[config.mk]
export PLATFORM = sky130hd
export DESIGN_NAME = note_sequencer
export DESIGN_NICKNAME = d
export VERILOG_FILES = /design/src/rtl/note_sequencer.sv
export SDC_FILE = /design/constraint.sdc
export NUM_CORES = 1
export LEC_CHECK = 0
export CORE_MARGIN = 1
export CORE_UTILIZATION = 55
export CTS_CLUSTER_DIAMETER = 120
export DETAILED_ROUTE_END_ITERATION = 10
export GPL_ROUTABILITY_DRIVEN = 1
export PLACE_DENSITY = 0.81
export SYNTH_ARGS = -nofsm -noshare
export SYNTH_HDL_FRONTEND = slang
export SYNTH_SLANG_ARGS = --single-unit
export TNS_END_PERCENT = 20
[constraint.sdc]
create_clock -name clk -period 3.4 [get_ports clk]
set_input_delay 0.68 -clock clk [delete_from_list [all_inputs] [get_ports clk]]
set_output_delay 0.68 -clock clk [all_outputs]
set_load 0.01 [all_outputs]
[src/rtl/note_sequencer.sv]
// Square-wave note playback engine: fetches 32-bit note words from a memory read
// port, plays each tone for its encoded duration, and stops on END, stop or range overflow.
module note_sequencer #(
  parameter logic [31:0] BASE_ADDR = 32'h0000_0000,
  parameter logic [15:0] TICK_DIV  = 16'd50000
) (
  input  logic        clk,
  input  logic        rst_n,
  input  logic        start,
  input  logic        stop,
  output logic [31:0] mem_addr,
  input  logic [31:0] note,
  input  logic        too_high,
  output logic        audio_out,
  output logic        busy,
  output logic        done,
  output logic        error,
  output logic [11:0] note_idx
);

  typedef enum logic [2:0] {
    S_IDLE,
    S_FETCH,
    S_PLAY,
    S_NEXT,
    S_DONE
  } state_t;

  // Low address bits are forced to zero so every fetch is word-aligned.
  localparam logic [31:0] BASE_WORD = {BASE_ADDR[31:2], 2'b00};
  localparam logic [15:0] TICK_LAST = TICK_DIV - 16'd1;

  state_t      state_q, state_d;
  logic [31:0] addr_q,  addr_d;
  logic        audio_q, audio_d;
  logic        error_q, error_d;
  logic [15:0] tick_q,  tick_d;
  logic [14:0] dur_q,   dur_d;
  logic [15:0] half_q,  half_d;
  logic [15:0] hcnt_q,  hcnt_d;

  logic [14:0] note_dur;
  logic [15:0] note_half;

  assign note_dur  = note[30:16];
  assign note_half = note[15:0];

  always_comb begin
    // NOTE: every variable gets a default before the case so no path leaves
    // one unassigned; a missing default here would infer a latch.
    state_d = state_q;
    addr_d  = addr_q;
    audio_d = audio_q;
    error_d = error_q;
    tick_d  = tick_q;
    dur_d   = dur_q;
    half_d  = half_q;
    hcnt_d  = hcnt_q;

    unique case (state_q)
      S_IDLE: begin
        audio_d = 1'b0;
        if (start) state_d = S_FETCH;
      end

      S_FETCH: begin
        if (too_high) begin
          state_d = S_DONE;
          error_d = 1'b1;
        end else if (note[31]) begin
          state_d = S_DONE;
          error_d = 1'b0;
        end else if (note_dur == 15'd0) begin
          state_d = S_NEXT;
        end else begin
          state_d = S_PLAY;
          dur_d   = note_dur;
          half_d  = note_half;
          tick_d  = 16'd0;
          hcnt_d  = 16'd0;
          audio_d = 1'b0;
        end
      end

      S_PLAY: begin
        if (half_q != 16'd0) begin
          if (hcnt_q == half_q - 16'd1) begin
            hcnt_d  = 16'd0;
            audio_d = ~audio_q;
          end else begin
            hcnt_d  = hcnt_q + 16'd1;
          end
        end else begin
          audio_d = 1'b0;
        end

        if (tick_q == TICK_LAST) begin
          tick_d = 16'd0;
          dur_d  = dur_q - 15'd1;
          // The final tick of the final duration unit ends the note.
          if (dur_q == 15'd1) begin
            state_d = S_NEXT;
            audio_d = 1'b0;
          end
        end else begin
          tick_d = tick_q + 16'd1;
        end
      end

      S_NEXT: begin
        audio_d = 1'b0;
        addr_d  = addr_q + 32'd4;
        state_d = S_FETCH;
      end

      S_DONE: begin
        audio_d = 1'b0;
        if (start) begin
          error_d = 1'b0;
          addr_d  = BASE_WORD;
          state_d = S_FETCH;
        end
      end

      default: state_d = S_IDLE;
    endcase

    // Abort overrides every transition above, including a simultaneous start.
    if (stop) begin
      state_d = S_IDLE;
      addr_d  = BASE_WORD;
      audio_d = 1'b0;
      error_d = 1'b0;
      tick_d  = 16'd0;
      dur_d   = 15'd0;
      hcnt_d  = 16'd0;
    end
  end

  always_ff @(posedge clk) begin
    // NOTE: sequential state uses non-blocking assignments so all registers
    // update together from values sampled at the same edge.
    if (!rst_n) begin
      state_q <= S_IDLE;
      addr_q  <= BASE_WORD;
      audio_q <= 1'b0;
      error_q <= 1'b0;
      tick_q  <= 16'd0;
      dur_q   <= 15'd0;
      half_q  <= 16'd0;
      hcnt_q  <= 16'd0;
    end else begin
      state_q <= state_d;
      addr_q  <= addr_d;
      audio_q <= audio_d;
      error_q <= error_d;
      tick_q  <= tick_d;
      dur_q   <= dur_d;
      half_q  <= half_d;
      hcnt_q  <= hcnt_d;
    end
  end

  assign mem_addr  = addr_q;
  assign note_idx  = addr_q[13:2];
  assign audio_out = audio_q;
  assign busy      = (state_q == S_FETCH) || (state_q == S_PLAY) || (state_q == S_NEXT);
  assign done      = (state_q == S_DONE);
  assign error     = (state_q == S_DONE) && error_q;

endmodule

### Word-level counts from Yosys, hierarchy flattened

Index checks and enable logic that the tools add are counted.

* word-level logic and storage cells: 89
* flip-flop bits (word level): 100

* reductions and logical operators: 21
* bitwise gates (word level): 5
* eq/ne operators: 16
* multiplexer cells: 34
* $add $sub $neg: 5

Operator list (count)
* $mux W16: 6
* $pmux W16 S2: 2
* $pmux W32 S2: 1
* $mux W15: 4
* $add A16 B1 Y16 const B: 2
* $add A32 B3 Y32 const B: 1
* $mux W32: 1
* $pmux W15 S2: 1
* $eq A16 B16 Y1: 1
* $eq A16 B16 Y1 const B: 1
* $reduce_bool A16 Y1: 1
* $sub A16 B1 Y16 const B: 1
* $eq A15 B1 Y1 const B: 1
* $logic_not A15 Y1: 1
* $mux W3: 5
* $sub A15 B1 Y15 const B: 1
* $ne A2 B2 Y1 const B: 7
* $pmux W3 S4: 1
* $reduce_and A4 Y1: 3
* $mux W1: 11
* $reduce_and A5 Y1: 2
* $eq A3 B2 Y1 const B: 2
* $reduce_and A3 Y1: 2
* $reduce_bool A2 Y1: 3
* 14 further kinds: 20

### Depth between registers and ports, before layout

* depth in word-level cells: 7
* depth in mapped cells: 11

### Worst setup path after synthesis

No wires, ideal clock.

* path kind: register to register
* start point: register half_q[0]
* end point: register hcnt_q[10]
* cell stages (with the launch flop): 12
* buffers on the path: 2
* setup time: 0.140 ns
* arrival: 2.481 ns
* slack: 0.779 ns
* clock period less this slack: 2.621 ns
* path through: dfxtp_1 > bufbuf_16 > inv_1 > ha_1 > or3b_2 > o21ai_0 > o2111ai_1 > nor4_1 > o2111ai_1 > o21ai_4 > buf_12 > a211oi_2

* word-level cells in the longest chain between the ends: 5
* elaborated cells between the ends (all ways): 8

Ends and longest elaborated chain
* start: declaration: line 39 `logic [15:0] half_q, half_d;`
* start signal: assignment: line 159 `half_q <= half_d;`
* $sub A16 B1 Y16: line 87 `if (hcnt_q == half_q - 16'd1) begin`
* $eq A16 B16 Y1: line 87
* $mux W16: line 87
* $mux W16: line 86 `if (half_q != 16'd0) begin`
* $pmux W16 S2: line 60 `unique case (state_q)`
* end signal: assignment: line 160 `hcnt_q <= hcnt_d;`
* end: declaration: line 40 `logic [15:0] hcnt_q, hcnt_d;`

Several ways; a longest one is shown, not always the timed one. The select of a mux whose other input is x is not followed.
A chain may end at the register's enable or synchronous reset.

### Worst setup path after layout

* start point: register half_q[1]
* end point: register hcnt_q[12]

Same word-level chain as after synthesis.

==> flow_metrics.py <==
metrics = {
    "run_status": {
        "status": "completed",
    },
    "grt": {
        "grt_overflow": 0,
        "grtUsageTotal_pct": 25.4,
        "antenna_found_initial": 0,
        "grt_pass1_vias": 4605,
        "grt_start_max_net_pins": 30,
        "grt_pass1_wl_um": 21300,
    },
    "timing": {
        "fin_setup_tns_ns": 0,
        "setup_ws_ns": 0.403,
        "finalCritPeriodShare_pct": 88.2,
        "setup_viol": 0,
        "hold_viol_final": 0,
        "fmax_mhz": 334,
        "rsz0062_at_grt": "no",
        "slew_viol_final": 0,
        "clock-skew-final_ns": 0.00844,
        "min_period_ns": 3.00,
        "tightest_slew_ns": 0.620,
        "max_slew_margin_pct": 58.4,
    },
    "synthesis": {
        "synth.yosys.seq_area_share_pct": 35.4,
        "dominantRegCellSynth": "dfxtp_1",
        "synth_cell_types": 75,
        "yosys.cell_count.top_type": "dfxtp_1",
        "synthCells": 658,
        "netlist_top_cells_area": "dfxtp_1, xor2_1, nor2_1",
        "synth_top_area_cell": "dfxtp_1",
        "syn-cell-area_sq_um": 5540,
        "synth_edf_count": 0,
        "async_reset_ff_share_pct": 0,
        "synth_warnings": 0,
        "synth-seq-cells": 98,
        "synth_top_area_share_pct": 35.4,
        "syn_area_per_cell_sq_um": 8.41,
        "ys_top_cells_by_count": "dfxtp_1, nor2_1, nand2_1",
    },
    "clock_tree": {
        "post_cts_buffers": 0,
        "path_clk_slew_ns": 0.10,
        "cts_root_buffer": "clkbuf_8",
        "clockBufferDepth": 2,
        "htreeDepth": 3,
        "cts.sinks": 98,
        "numCtsBuffers": 9,
        "insertion_delay_ns": 0.37,
        "cts_tree": "yes",
        "hold_buffers": 0,
        "cts_resized": 0,
    },
    "pwr": {
        "switchingPower_uw": 535,
        "p_seq_share_pct": 52.7,
        "p_clk_share_pct": 39.5,
        "power_density_nw_per_um2": 332,
        "p_leak_uw": 0.00238,
        "finalPower_uw": 2200,
        "p_int_uw": 1660,
        "p_comb_share_pct": 7.8,
        "sw_frac_of_total_pct": 24.3,
        "vdd_ir_drop_max_uv": 239,
    },
    "setup_path": {
        "end_kind": "flip-flop",
        "cpMostUsedCell": "o2111ai_1",
        "critical-path-top-delay-family": "compound AO/OA/AOI/OAI gates",
        "startpoint_type": "flip-flop",
        "cp.arrival_ns": 3.22,
        "crit_fanout": 16,
        "cp_cell_sequence": "inv_1 > ha_1 > or3b_2 > o21ai_0 > o2111ai_1 > nor4_1 > o2111ai_1 > o21ai_4 > a211oi_1",
        "setup.worst_path.class": "reg -> reg",
        "worst_ep_required_time_ns": 3.63,
        "path_buf_inv": 1,
        "crit_slowest_cell": "o21ai_4",
        "crit_path_max_incr_delay_ns": 0.54,
    },
    "floorplanning": {
        "initial_core_util_pct": 56.6,
        "dieArea_sq_um": 10500,
        "placementRows": 36,
        "design.core.area_sq_um": 9770,
        "fp.dieH_um": 102,
        "dieWidth_um": 102,
        "io_pins": 85,
    },
    "drt": {
        "vias": 4992,
        "met2_length_um": 6330,
        "wirelength_um": 13000,
        "ant_nets": 0,
        "drc": 0,
        "wl_met1_um": 5870,
        "wl_per_cell_um": 15.0,
        "route.top_layer_used": "met4",
        "wl_met3_um": 597,
        "viasPerCell": 5.78,
        "drt_first_pass_iters": 5,
        "drt_iter0_drc": 219,
    },
    "final_layout": {
        "final-seq-area_sq_um": 1960,
        "multi_input_area_sq_um": 3260,
        "syn_to_final_growth_pct": 19.4,
        "antennaDiodeCount": 0,
        "drive_above_1_share_pct": 8.89,
        "utilization_pct": 67.7,
        "final.fill_count": 809,
        "layout.nets": 769,
        "fin_area_sq_um": 6610,
    },
    "placement": {
        "dp_hpwl_um": 9570,
        "post-place-ws_ns": 0.409,
        "dpl_cell_area_sq_um": 6380,
        "gp_congestion": 0.888,
        "portBuffers": 82,
    },
    "flow_run": {
        "drv_cap": 0,
    },
    "min_path": {
        "hold_path_class": "reg -> reg",
    },
}
worst min-delay path: stages (launching register included):
cell and delay (ns):
dfxtp_1 0.34, nand2_1 0.06, a21oi_1 0.05
metal layers:
metal / GRT usage [%] / vias to the layer above
li1: - / 2485
met1: 33.5 / 2348
met2: 42.5 / 142
met3: 3.69 / 17
met4: 8.35 / 0
met5: 0 / -
cells in the final DEF (no fill, tap or decap), types with 3 or more instances in the layout:
cell type,Yosys,final
nor4_1,8,8
nor2_1,81,81
o21ai_0,32,32
and4_1,3,3
a41oi_1,3,3
clkbuf_8,0,9
o31ai_1,4,4
clkdlybuf4s50_1,0,82
xnor2_1,18,18
or3_1,6,6
mux2i_1,17,17
buf_4,15,16
xor2_1,45,45
o22ai_1,3,3
nand3_1,31,31
and3_1,13,13
inv_6,0,3
a21oi_1,27,27
nor3_1,20,20
and2_1,5,5
a31oi_1,9,9
a311oi_1,3,3
a221oi_1,3,3
nand4_1,21,21
nor2b_1,19,19
inv_1,14,14
ha_1,6,6
nand2_1,53,53
a22oi_1,5,5
a211oi_1,9,9
dfxtp_1,98,98
a211oi_2,9,9
cell families (layout without fill, tap and decap cells):
| group | after synthesis | after routing | share of synthesized area [%] |
|---|---|---|---|
| fa+ha+maj | 6 | 6 | 1.36 |
| flops | 98 | 98 | 35.4 |
| simple gates | 280 | 280 | 26.2 |
| mux | 19 | 19 | 3.68 |
| other cells | 1 | 2 | 0.0677 |
| xor+xnor | 63 | 63 | 9.97 |
| buf+inv | 56 | 128 | 5.72 |
| compound gates | 135 | 135 | 17.6 |
path summary, 6_finish.rpt:
kind / startpoint / to / slack [ns] / cells after the start
worst max register to register: half_q[1] / hcnt_q[12] / 0.40 / 9
worst min-delay path: tick_q[13] / tick_q[13] / 0.48 / 2
worst min register to register: tick_q[13] / tick_q[13] / 0.48 / 2
worst max-delay path: half_q[1] / hcnt_q[12] / 0.40 / 9
sequential cells by signal, summed over array words and instances (netlist names):
name / flops
mem_addr: 30
half_q: 16
hcnt_q: 16
tick_q: 16
dur_q: 15
state_q: 3
audio_out: 1
error_q: 1
final cells by class:
cell class                 count  share of cell area [%]
clock buffer                   9                    1.87
clock inverter                 7                    1.59
inverter                      14                   0.795
multi-input combinational    505                    49.3
sequential                    98                    29.7
tap                          133                    2.52
timing repair buffer          98                    14.2
power by group through the flow:
stage,combinational [uW],sequential [uW],clock [uW]
3_5_place_dp,169,1190,0
2_1_floorplan,99.6,1180,0
5_1_grt,186,1160,927
4_1_cts,170,1160,885
6_report,171,1160,868
3_3_place_gp,167,1180,0
through the flow:
stage	std cells	hold WS, ns
after CTS	864	0.484
after global placement	848	0.458
after detailed placement	848	0.470
after global routing	864	0.505
final	864	0.485
after floorplan	659	0.445
No activity file was read; power rests on OpenSTA's default activity.
